**config.mk**
```make
export PLATFORM = sky130hd
export DESIGN_NAME = instruction_fetch_unit
export DESIGN_NICKNAME = d
export VERILOG_FILES = /design/src/rtl/instruction_fetch_unit.sv
export SDC_FILE = /design/constraint.sdc
export NUM_CORES = 1
export LEC_CHECK = 0
export BUFFER_PORTS_ARGS = -buffer_cell sky130_fd_sc_hd__clkbuf_2
export CORE_AREA = 5 5 127 129
export CTS_CLUSTER_SIZE = 10
export DETAILED_ROUTE_END_ITERATION = 7
export DIE_AREA = 0 0 132 134
export MAX_ROUTING_LAYER = met4
export PLACE_DENSITY = 0.72
export SLEW_MARGIN = 25
export SYNTH_ARGS = -nofsm -noshare
export SYNTH_HDL_FRONTEND = slang
export SYNTH_SLANG_ARGS = --single-unit
```
**constraint.sdc**
```tcl
create_clock -name Clock -period 2.2 [get_ports Clock]
set_clock_uncertainty 0.1 [all_clocks]
set_input_delay 0.33 -clock Clock [delete_from_list [all_inputs] [get_ports Clock]]
set_output_delay 0.33 -clock Clock [all_outputs]
set_load 0.02 [all_outputs]
```
**src/rtl/instruction_fetch_unit.sv**
```systemverilog
// instruction_fetch_unit
//   Fetch stage sitting directly in front of the instruction memory. It holds the
//   PC and drives InstructionAddress from it. The memory returns Instruction in the
//   same cycle. Each {PC, Instruction} pair is pushed into a small FIFO, and decode
//   drains the FIFO through a valid/ready handshake. Execute can redirect the PC,
//   and a redirect flushes the FIFO.
//
// Parameters
//   RESET_VECTOR  PC value while in reset and just after it
//   BUFFER_DEPTH  number of FIFO entries (a power of 2, at least 2)
//   PC_INCREMENT  step added to the PC after each sequential fetch, in bytes
//
// Ports
//   Clock              rising-edge clock
//   ResetN             asynchronous reset, active low
//   InstructionAddress out: address sent to the instruction memory (the PC register)
//   Instruction        in:  word the memory returns for InstructionAddress
//   RedirectValid      in:  execute asks for a PC change in this cycle
//   RedirectTarget     in:  the new PC
//   FetchValid         out: the FIFO head entry is valid toward decode
//   FetchReady         in:  decode accepts the head entry
//   FetchInstruction   out: instruction held in the head entry
//   FetchPC            out: PC held in the head entry
//   MisalignTrap       out: only present when FETCH_MISALIGN_TRAP_EN is defined
//
// Optional feature: FETCH_MISALIGN_TRAP_EN
//   When this macro is defined, a redirect to an address that is not word aligned
//   flushes the FIFO, leaves the PC unchanged and enters TRAP. A later aligned
//   redirect leaves TRAP. When the macro is not defined, the low two bits of the
//   target are dropped and the FSM only ever uses RUN.
module instruction_fetch_unit #(
    parameter logic [31:0] RESET_VECTOR = 32'h0000_0000,
    parameter int unsigned BUFFER_DEPTH = 2,
    parameter logic [31:0] PC_INCREMENT = 32'd4
) (
    input  logic        Clock,
    input  logic        ResetN,
    output logic [31:0] InstructionAddress,
    input  logic [31:0] Instruction,
    input  logic        RedirectValid,
    input  logic [31:0] RedirectTarget,
    output logic        FetchValid,
    input  logic        FetchReady,
    output logic [31:0] FetchInstruction,
    output logic [31:0] FetchPC
`ifdef FETCH_MISALIGN_TRAP_EN
    ,
    output logic        MisalignTrap
`endif
);

    localparam int unsigned PTR_W = (BUFFER_DEPTH > 1) ? $clog2(BUFFER_DEPTH) : 1;

    typedef enum logic {
        RUN,
        TRAP
    } state_t;

    state_t             state;
    logic [31:0]        pc;
    logic [31:0]        fifo_pc    [BUFFER_DEPTH];
    logic [31:0]        fifo_instr [BUFFER_DEPTH];
    logic [PTR_W-1:0]   head;
    logic [PTR_W-1:0]   tail;
    logic [PTR_W:0]     count;

    logic               full;
    logic               pop;
    logic               push;
    logic               target_ok;
    logic [31:0]        target_pc;

`ifdef FETCH_MISALIGN_TRAP_EN
    logic               trap_q;

    assign target_ok = (RedirectTarget[1:0] == 2'b00);
    assign target_pc = RedirectTarget;
    assign MisalignTrap = trap_q;
`else
    logic               unused_target_lsbs;

    assign unused_target_lsbs = ^RedirectTarget[1:0];
    assign target_ok = 1'b1;
    assign target_pc = {RedirectTarget[31:2], 2'b00};
`endif

    assign InstructionAddress = pc;
    assign full               = (count == (PTR_W+1)'(BUFFER_DEPTH));

    // While in TRAP the FIFO is always empty, so no separate state term is needed here.
    // The redirect term kills the output combinationally, so a redirect cycle can
    // never complete a handshake.
    assign FetchValid       = (count != '0) & !RedirectValid;
    assign pop              = FetchValid & FetchReady;
    assign push             = !RedirectValid & (state == RUN) & (!full | pop);
    assign FetchPC          = fifo_pc[head];
    assign FetchInstruction = fifo_instr[head];

    always_ff @(posedge Clock or negedge ResetN) begin
        if (!ResetN) begin
            state <= RUN;
            pc    <= RESET_VECTOR;
            head  <= '0;
            tail  <= '0;
            count <= '0;
            for (int unsigned i = 0; i < BUFFER_DEPTH; i++) begin
                fifo_pc[i]    <= '0;
                fifo_instr[i] <= '0;
            end
`ifdef FETCH_MISALIGN_TRAP_EN
            trap_q <= 1'b0;
`endif
        end else if (RedirectValid) begin
            head  <= '0;
            tail  <= '0;
            count <= '0;
            if (target_ok) begin
                pc    <= target_pc;
                state <= RUN;
`ifdef FETCH_MISALIGN_TRAP_EN
                trap_q <= 1'b0;
`endif
            end else begin
                // A misaligned target leaves the PC as it is and parks the unit in TRAP.
                state <= TRAP;
`ifdef FETCH_MISALIGN_TRAP_EN
                trap_q <= 1'b1;
`endif
            end
        end else begin
            if (push) begin
                fifo_pc[tail]    <= pc;
                fifo_instr[tail] <= Instruction;
                tail             <= tail + 1'b1;
                pc               <= pc + PC_INCREMENT;
            end
            if (pop) begin
                head <= head + 1'b1;
            end
            if (push && !pop) begin
                count <= count + 1'b1;
            end else if (pop && !push) begin
                count <= count - 1'b1;
            end
        end
    end

endmodule

```
==> flow_summary.json <==
{
  "cp_top_family": "buffers and inverters",
  "cp.required_ns": 1.77,
  "synth_warnings": 0,
  "first_global_vias": 5287,
  "cts_made_buffers": 17,
  "cts_tree": "yes",
  "finalCritPeriodShare_pct": 94.7,
  "overflow": 0,
  "outcome": "complete, no violations",
  "totalWireLength_um": 16200,
  "critPathSlowestCell": "mux2_2",
  "mappedNetlistArea_mm2": 0.00729,
  "chipHeight_um": 134,
  "place_congestion": 0.761,
  "relSlewSlack_pct": 62.5,
  "setup_slack_ns": 0.118,
  "clockBufferDepth": 2,
  "yosys.area_share.simple_pct": 7.76,
  "worstSetupPathType": "flop to primary output",
  "leakage_uw": 0.00405,
  "yosys-top-cells-count": "187 x mux2_2, 158 x dfrtp_1, 39 x nand2_1",
  "ys.flop_type": "dfrtp_1",
  "ys_ff_latch": 158,
  "coreArea_mm2": 0.0149,
  "drtPass1Iterations": 4,
  "drtAntennaViolNets": 0,
  "p_int_uw": 6640,
  "synth_top_area_share_pct": 54.2,
  "synth_area_per_cell_um2": 13.2,
  "min_path_type": "input port to flop",
  "cpPeakStageDelay_ns": 0.39,
  "hold_violations": 0,
  "power.density_mw_per_mm2": 1050,
  "clock_latency_ns": 0.42,
  "die_w_um": 132,
  "peakVddDrop_uv": 480,
  "dpl_cell_area_mm2": 0.00839,
  "grt_max_degree": 57,
  "grt_pass1_wl_um": 27000,
  "period_needed_ns": 2.08,
  "final_layout_size_suffix_gt1_share_pct": 56.2,
  "synth_compound_area_share_pct": 2.30,
  "antenna_cells": 0,
  "r2r_end": "InstructionAddress[27]",
  "rsz0062_at_grt": "no",
  "p_clk_share_pct": 32.3,
  "r2r_cells": 5,
  "setup-violations-final": 0,
  "p_sw_uw": 2840,
  "p_comb_share_pct": 26.3,
  "h-tree-depth": 4,
  "place_ws_ns": 0.129,
  "post_drt_wl_per_cell_um": 17.6,
  "postCtsResizedCells": 0,
  "crit_chain": "buf_4 > mux2_2 > clkbuf_2",
  "fin_setup_tns_ns": 0,
  "seq_area_frac_synth_pct": 54.2,
  "die-area_mm2": 0.0177,
  "synthCells": 551,
  "antenna_found_initial": 0,
  "viasPerCell": 5.28,
  "synth_fa_ha_area_share_pct": 0.172,
  "critPathLaunchType": "flop",
  "synth_edf_count": 0,
  "clk_pin_slew_ns": 0.06,
  "gr-usage-all-layers_pct": 19.6,
  "first_iter_violations": 219,
  "dp_hpwl_um": 11500,
  "num-nets-final": 787,
  "endpoint": "FetchInstruction[3]",
  "path_max_fanout": 22,
  "slew_viol_final": 0,
  "crit_arrival_ns": 1.65,
  "yosysMostFrequentCell": "mux2_2",
  "final_util_pct": 60.6,
  "async_flop_share_pct": 100,
  "vias": 4852,
  "yosys.area_share.xor_xnor_pct": 3.84,
  "synth_area_leaders": "dfrtp_1 54%, mux2_2 29%, xnor2_1 2.5%, nand2_1 2.0%, o21ai_0 1.5%",
  "fin_area_mm2": 0.00904,
  "root_buffer": "clkbuf_16",
  "synth.area.mux_share_pct": 29.0,
  "yosysUniqueCellTypes": 37,
  "worst-path-stages": 3,
  "hp-start": "RedirectTarget[31]",
  "startpoint": "head",
  "drv_cap": 0,
  "worstMarginPinSlew_ns": 0.559,
  "seqPwrFrac_pct": 41.4,
  "max_freq_ghz": 0.480,
  "yosys.area.top_type": "dfrtp_1",
  "synth_top_family_by_area": "multiplexers",
  "r2r-start": "count[1]",
  "crit_path_end_kind": "primary output",
  "syn_to_final_growth_pct": 24.0,
  "drc": 0,
  "cts.sinks": 158,
  "ff2ff_setup_slack_ns": 0.12,
  "io_pins": 165,
  "crit_buf_inv": 2,
  "placement_rows": 45,
  "p_sw_share_pct": 29.9,
  "start_util_pct": 48.9,
  "portBuffers": 158
}
## cell families (layout without fill, tap and decap cells)
logic type	count (synthesis)	in the layout
AO/OA/AOI/OAI	33	33
XOR/XNOR	32	32
adder cells (fa/ha/maj)	1	1
buffers and inverters	40	217
flip-flops	158	158
multiplexers	188	188
other	1	4
AND/OR/NAND/NOR	98	98
## power by group through the flow
| stage | sequential, uW | clock, uW | combinational, uW |
|---|---|---|---|
| floorplan | 3930 | 0 | 1700 |
| finish | 3920 | 3060 | 2500 |
| global placement | 3910 | 0 | 2470 |
| detailed placement | 3980 | 0 | 2540 |
| CTS | 3930 | 3110 | 2550 |
| global route | 4010 | 3250 | 2710 |
## state kept, by name, indices dropped and copies added, names as in the netlist
register            cells
count                   2
head                    1
fifo_instr             64
tail                    1
InstructionAddress     30
fifo_pc                60
## worst min-delay path, cell delays in order
cell	delay [ns]
clkbuf_2	0.07
nand2_1	0.04
o21ai_1	0.06
## cell type report
class	instances	area, um^2
well taps	188	235
clock inverters	12	160
flip-flops and latches	158	3960
clock buffers	20	467
repair buffers	181	1040
multi-input cells	356	3170
inverters	4	15.0
fillers	1172	5880
## metrics by stage
step                cells  hold slack (ns)  total power (uW)
floorplan             554          -0.0656              5630
global placement      885            0.161              6380
detailed placement    885            0.171              6520
CTS                   919           0.0111              9590
global route          919           0.0202              9970
finish                919           0.0263              9480
## worst min path at each step
stage,to,cells after the start
2_1_floorplan,InstructionAddress[10],0
3_3_place_gp,fifo_pc[6],1
3_5_place_dp,fifo_pc[43],1
4_1_cts,InstructionAddress[31],3
5_1_grt,InstructionAddress[5],3
6_report,InstructionAddress[31],3
## timing repair
item | in CTS | in global routing
buffers inserted | 0 | 0
hold buffers | 2 | 0
endpoints found under the hold margin | 39 | 0
## layout by cell type, fill, tap and decap left out, types with 8 or more instances in the layout
cell | synthesis | routed
xor2_1 | 11 | 11
nor2_1 | 10 | 10
clkbuf_16 | 0 | 17
nand4_1 | 8 | 8
mux2_2 | 187 | 187
xnor2_1 | 21 | 21
o21ai_1 | 8 | 8
clkbuf_2 | 0 | 157
dfrtp_1 | 158 | 157
o21ai_0 | 22 | 22
nand2_1 | 39 | 39
buf_4 | 4 | 16
nand3_1 | 8 | 8
## layer usage
layer	share of wire [%]	vias to the layer above	wire, um	track usage [%]
met5	0	-	0	-
met4	1.9	0	307	6.63
met3	3.7	22	607	4.28
met2	52	109	8370	32.6
met1	43	2445	6920	23.9
li1	-	2276	-	-
No activity file was read; power rests on OpenSTA's default activity.
